===== src/rtl/pc_fetch_unit_pkg.sv =====
// Shared types and defaults for the IF-stage program counter block.
package pc_fetch_unit_pkg;

    typedef enum logic [1:0] {
        S_BOOT = 2'd0,
        S_RUN  = 2'd1,
        S_HALT = 2'd2
    } fetch_state_e;

    localparam logic [31:0] DEF_RESET_VECTOR = 32'h0000_0000;
    localparam logic [31:0] DEF_PC_STEP      = 32'd4;

    // Instruction fetches are always word aligned; low address bits are dropped.
    function automatic logic [31:0] word_align(input logic [31:0] addr);
        return {addr[31:2], 2'b00};
    endfunction

endpackage


===== src/rtl/pc_fetch_unit_if.sv =====
// Control inputs and fetch outputs of the PC fetch unit.
interface pc_fetch_unit_if;
    logic        stall;
    logic        redirect_valid;
    logic [31:0] redirect_pc;
    logic        halt_req;
    logic [31:0] mem_addr;
    logic [31:0] pc;
    logic [31:0] if_pc;
    logic        if_valid;
    logic        misaligned;

    modport master (
        output stall, redirect_valid, redirect_pc, halt_req,
        input  mem_addr, pc, if_pc, if_valid, misaligned
    );

    modport slave (
        input  stall, redirect_valid, redirect_pc, halt_req,
        output mem_addr, pc, if_pc, if_valid, misaligned
    );
endinterface


===== src/rtl/pc_fetch_unit.sv =====
// Program counter, fetch-address mux and read-port tracking for a
// synchronous-read instruction memory with one cycle of latency.
module pc_fetch_unit
    import pc_fetch_unit_pkg::*;
#(
    parameter logic [31:0] RESET_VECTOR = DEF_RESET_VECTOR,
    parameter logic [31:0] PC_STEP      = DEF_PC_STEP
) (
    input  logic            clk,
    input  logic            rst,
    pc_fetch_unit_if.slave  bus
);

    fetch_state_e state_q, state_d;
    logic [31:0]  pc_q, pc_d;
    logic [31:0]  if_pc_q, if_pc_d;
    logic         if_valid_q, if_valid_d;
    logic         mis_q, mis_d;
    logic [31:0]  mem_addr;

    always_ff @(posedge clk) begin
        if (rst) begin
            state_q    <= S_BOOT;
            pc_q       <= RESET_VECTOR;
            if_pc_q    <= RESET_VECTOR;
            if_valid_q <= 1'b0;
            mis_q      <= 1'b0;
        end else begin
            state_q    <= state_d;
            pc_q       <= pc_d;
            if_pc_q    <= if_pc_d;
            if_valid_q <= if_valid_d;
            mis_q      <= mis_d;
        end
    end

    always_comb begin
        state_d    = state_q;
        pc_d       = pc_q;
        if_pc_d    = if_pc_q;
        if_valid_d = if_valid_q;
        mis_d      = 1'b0;
        mem_addr   = pc_q;
        unique case (state_q)
            S_BOOT: begin
                state_d    = S_RUN;
                pc_d       = pc_q + PC_STEP;
                if_pc_d    = pc_q;
                if_valid_d = 1'b1;
            end
            S_RUN: begin
                // EX redirect is older than anything ID asks for, so it wins.
                if (bus.redirect_valid) begin
                    pc_d       = word_align(bus.redirect_pc);
                    if_pc_d    = pc_q;
                    if_valid_d = 1'b0;
                    mis_d      = |bus.redirect_pc[1:0];
                end else if (bus.stall) begin
                    mem_addr = if_pc_q;
                end else if (bus.halt_req) begin
                    state_d    = S_HALT;
                    if_valid_d = 1'b0;
                end else begin
                    pc_d       = pc_q + PC_STEP;
                    if_pc_d    = pc_q;
                    if_valid_d = 1'b1;
                end
            end
            default: begin
                state_d    = S_HALT;
                if_valid_d = 1'b0;
            end
        endcase
    end

    assign bus.mem_addr   = mem_addr;
    assign bus.pc         = pc_q;
    assign bus.if_pc      = if_pc_q;
    assign bus.if_valid   = if_valid_q;
    assign bus.misaligned = mis_q;

endmodule


===== src/flat_wrapper.sv =====
// flat-port wrapper written by rule: the top's interface ports become plain ports
module pc_fetch_unit_flat import pc_fetch_unit_pkg::*;
#(
    parameter logic [31:0] RESET_VECTOR = DEF_RESET_VECTOR,
    parameter logic [31:0] PC_STEP      = DEF_PC_STEP
)
  (clk, rst, bus_stall, bus_redirect_valid, bus_redirect_pc, bus_halt_req, bus_mem_addr, bus_pc, bus_if_pc, bus_if_valid, bus_misaligned);
  pc_fetch_unit_if bus_i ();
  input  logic clk;
  input  logic rst;
  input wire logic [$bits(bus_i.stall)-1:0] bus_stall;
  input wire logic [$bits(bus_i.redirect_valid)-1:0] bus_redirect_valid;
  input wire logic [$bits(bus_i.redirect_pc)-1:0] bus_redirect_pc;
  input wire logic [$bits(bus_i.halt_req)-1:0] bus_halt_req;
  output wire logic [$bits(bus_i.mem_addr)-1:0] bus_mem_addr;
  output wire logic [$bits(bus_i.pc)-1:0] bus_pc;
  output wire logic [$bits(bus_i.if_pc)-1:0] bus_if_pc;
  output wire logic [$bits(bus_i.if_valid)-1:0] bus_if_valid;
  output wire logic [$bits(bus_i.misaligned)-1:0] bus_misaligned;
  assign bus_i.stall = bus_stall;
  assign bus_i.redirect_valid = bus_redirect_valid;
  assign bus_i.redirect_pc = bus_redirect_pc;
  assign bus_i.halt_req = bus_halt_req;
  assign bus_mem_addr = bus_i.mem_addr;
  assign bus_pc = bus_i.pc;
  assign bus_if_pc = bus_i.if_pc;
  assign bus_if_valid = bus_i.if_valid;
  assign bus_misaligned = bus_i.misaligned;
  pc_fetch_unit #(.RESET_VECTOR(RESET_VECTOR), .PC_STEP(PC_STEP)) u_core (.clk(clk), .rst(rst), .bus(bus_i));
endmodule

===== config.mk =====
export PLATFORM = sky130hd
export DESIGN_NAME = pc_fetch_unit_flat
export DESIGN_NICKNAME = d
export VERILOG_FILES = /design/src/rtl/pc_fetch_unit_pkg.sv /design/src/rtl/pc_fetch_unit_if.sv /design/src/rtl/pc_fetch_unit.sv /design/src/flat_wrapper.sv
export SDC_FILE = /design/constraint.sdc
export NUM_CORES = 1
export LEC_CHECK = 0
export BUFFER_PORTS_ARGS = -buffer_cell sky130_fd_sc_hd__buf_2
export CORE_ASPECT_RATIO = 1.2
export CORE_MARGIN = 2
export CORE_UTILIZATION = 49
export DETAILED_ROUTE_END_ITERATION = 8
export GPL_ROUTABILITY_DRIVEN = 0
export PLACE_DENSITY = 0.82
export SYNTH_ARGS = -nofsm -noshare
export SYNTH_HDL_FRONTEND = slang
export SYNTH_SLANG_ARGS = --single-unit
export TNS_END_PERCENT = 5

===== constraint.sdc =====
create_clock -name clk -period 3.9 [get_ports clk]
set_clock_uncertainty 0.15 [all_clocks]
set_input_delay 1.17 -clock clk [delete_from_list [all_inputs] [get_ports clk]]
set_output_delay 1.17 -clock clk [all_outputs]
set_load 0.02 [all_outputs]

==> flow_summary.json <==
{
  "drt_iter0_drc": 198,
  "start_util": 0.497,
  "areaGrowthSynthToFinish_pct": 25.6,
  "num_vias": 3810,
  "grt_usage": 0.258,
  "maxSlewHeadroom": 0.482,
  "setup_viol": 0,
  "dp_hpwl_um": 7110,
  "rsz0062_at_grt": "false",
  "overflow": 0,
  "syn_inst": 459,
  "start_kind": "input port",
  "grt_pass1_vias": 3389,
  "io_buffers": 128,
  "yosys_warnings": 0,
  "core_um2": 7150,
  "leakage_nw": 1.91,
  "cts_root_buf": "clkbuf_8",
  "finalCriticalPeriod_ps": 3750,
  "critPathArrivalTime_ps": 2430,
  "grt_pass1_wl_um": 16200,
  "synth_edf_count": 0,
  "p_sw_mw": 0.549,
  "wl_per_cell_um": 15.4,
  "cts.sinks": 64,
  "synth-async-reset-ratio": 0,
  "hold_path.class": "register to register",
  "final_hold_viol_count": 0,
  "crit_chain": "buf_2 -> nor2b_1 -> and3_1 -> buf_4 -> mux2_2 -> buf_2",
  "die_w_um": 81.7,
  "diodes": 0,
  "ys_seq_elements": 64,
  "drive_gt1_frac": 0.346,
  "clk_pin_slew_worst_paths_ps": 70,
  "outcome": "finished, final reports clean",
  "wl_met2_um": 5120,
  "htreeDepth": 3,
  "ys_types": 57,
  "ys_seq_area_frac": 0.361,
  "nets": 605,
  "cts_tree": "done",
  "finalWirelength_um": 10200,
  "cp_common_cell": "buf_2",
  "tns_ps": 0,
  "p_per_area_nw_per_um2": 386,
  "rows": 34,
  "wl_met1_um": 4210,
  "cts.repair.resized": 0,
  "cts_buffers": 9,
  "die_h_um": 97.3,
  "drt-pass1-iter-count": 5,
  "syn_avg_cell_area_um2": 7.74,
  "antenna_found_initial": 0,
  "grt_max_degree": 39,
  "crit_path_max_incr_delay_ps": 350,
  "die_area_um2": 7950,
  "io_pins": 135,
  "worstMarginPinSlew_ps": 771,
  "fin_util": 0.624,
  "dr_wl_met3_um": 707,
  "ant_nets": 0,
  "path_max_fanout": 10,
  "fin_hold_ws_ps": 315,
  "drv_slew": 0,
  "swShare": 0.318,
  "cts_setup_buffers": 0,
  "ir_drop_mv": 0.193,
  "clockBufferDepth": 2,
  "crit_type": "input port to output pin",
  "routed.top_layer": "met4",
  "max_freq_mhz": 267,
  "synth_ff_type": "dfxtp_1",
  "end_kind": "output pin",
  "p_seq_frac": 0.430,
  "period_share": 0.962,
  "holdBufCountCts": 0,
  "netlist_area_um2": 3550,
  "post-route-drc-count": 0,
  "p_comb_frac": 0.196,
  "insertion_delay_ps": 360,
  "vias_per_cell": 5.76,
  "critical_path_required_ps": 2580,
  "p_int_mw": 1.18,
  "slowest_stage": "mux2_2",
  "p_clk_frac": 0.374,
  "cap_violations": 0
}
## cell usage in the layout (no fill, tap or decap), types with 4 or more instances in the layout
cell and count:
nand3_1 10, or3_1 6, a31oi_1 10, o211ai_1 4
nand2b_1 4, o21ai_0 16, buf_2 128, nor2b_1 4
a21oi_1 54, clkbuf_8 9, a22oi_1 12, nor2_1 26
buf_4 9, dfxtp_1 64, nor3_1 6, nor4_1 4
nand4_1 13, conb_1 6, nand2_1 92, mux2_2 31
## critical path, delay by kind of cell
| family | cells | cell delay [ps] |
|---|---|---|
| buffers and inverters | 3 | 520 |
| multiplexers | 1 | 350 |
| AND/OR/NAND/NOR | 2 | 390 |
## through the flow
step,area [µm²],cells,setup WS [ps],power [mW]
final,4460,662,149,1.72
after global routing,4460,662,109,1.79
after CTS,4460,662,143,1.72
after detailed placement,4240,646,157,1.09
after global placement,4240,646,190,1.08
after floorplan,3570,464,168,0.973
## state kept, by name, indices dropped and copies added, names as in the netlist
name	flops
u_core.state_q	2
u_core.bus.if_valid	1
u_core.bus.pc	30
u_core.bus.misaligned	1
u_core.bus.if_pc	30
## power groups by stage
| stage | Combinational [mW] | Sequential [mW] | Clock (mW) |
|---|---|---|---|
| after CTS | 0.338 | 0.741 | 0.643 |
| after global routing | 0.365 | 0.750 | 0.679 |
| after global placement | 0.330 | 0.753 | 0 |
| after floorplan | 0.196 | 0.777 | 0 |
| after detailed placement | 0.337 | 0.756 | 0 |
| final | 0.337 | 0.742 | 0.645 |
## cell type report
cell class,instances,area [µm²]
clock inverters,7,96.3
flip-flops and latches,64,1280
repair buffers,139,748
multi-input cells,350,2090
clock buffers,9,124
inverters,3,11.3
well taps,90,113
fillers,647,2680
## cells in the mapped netlist, types with 2 or more instances
cell	instances	area (µm²)
o211ai_1	4	30.0
mux2i_1	3	30.0
nand3b_1	3	22.5
a21oi_1	55	275
nand4_1	13	81.3
nor4_1	4	25.0
and3_1	3	18.8
o21ai_0	16	80.1
nor2_1	26	97.6
inv_1	3	11.3
nand2_1	92	345
buf_2	4	20.0
and2_1	3	18.8
nand2b_1	4	25.0
a32oi_1	2	17.5
or2_2	2	12.5
a22oi_1	12	90.1
nor3_1	6	30.0
dfxtp_1	64	1280
clkbuf_1	31	116
a211oi_1	3	22.5
nor3b_1	2	15.0
buf_4	6	45.0
and4_1	2	17.5
nor4_2	2	25.0
buf_1	5	18.8
nand3_1	10	50.1
nor2b_1	4	25.0
a31oi_1	10	62.6
o31ai_1	3	22.5
mux2_2	31	349
or3_1	6	37.5
## worst paths after layout
check / startpoint / end / slack (ps) / cells after the start
min: u_core.bus.if_pc[24] / u_core.bus.if_pc[24] / 310 / 2
max reg2reg: u_core.bus.pc[14] / u_core.bus.pc[21] / 1440 / 5
min reg2reg: u_core.bus.if_pc[24] / u_core.bus.if_pc[24] / 310 / 2
max: bus_redirect_valid / bus_mem_addr[8] / 150 / 6
## cells by family (layout without fill, tap and decap cells)
kind of cell | Yosys count | after routing | synth area share
and+or+nand+nor | 190 | 190 | 0.264
AOI/OAI and AO/OA | 117 | 117 | 0.197
DFF | 64 | 64 | 0.361
buffers and inverters | 50 | 158 | 0.0627
muxes | 34 | 34 | 0.107
xor gates and xnor gates | 2 | 2 | 0.00493
adders and majority gates | 1 | 1 | 0.00352
other | 1 | 6 | 0.00106
## metal layers
metal / GRT usage / vias up
met4: 0.103 / 0
met2: 0.432 / 147
met1: 0.317 / 1799
li1: - / 1848
met5: 0 / -
met3: 0.0530 / 16
No activity file was read; power rests on OpenSTA's default activity.
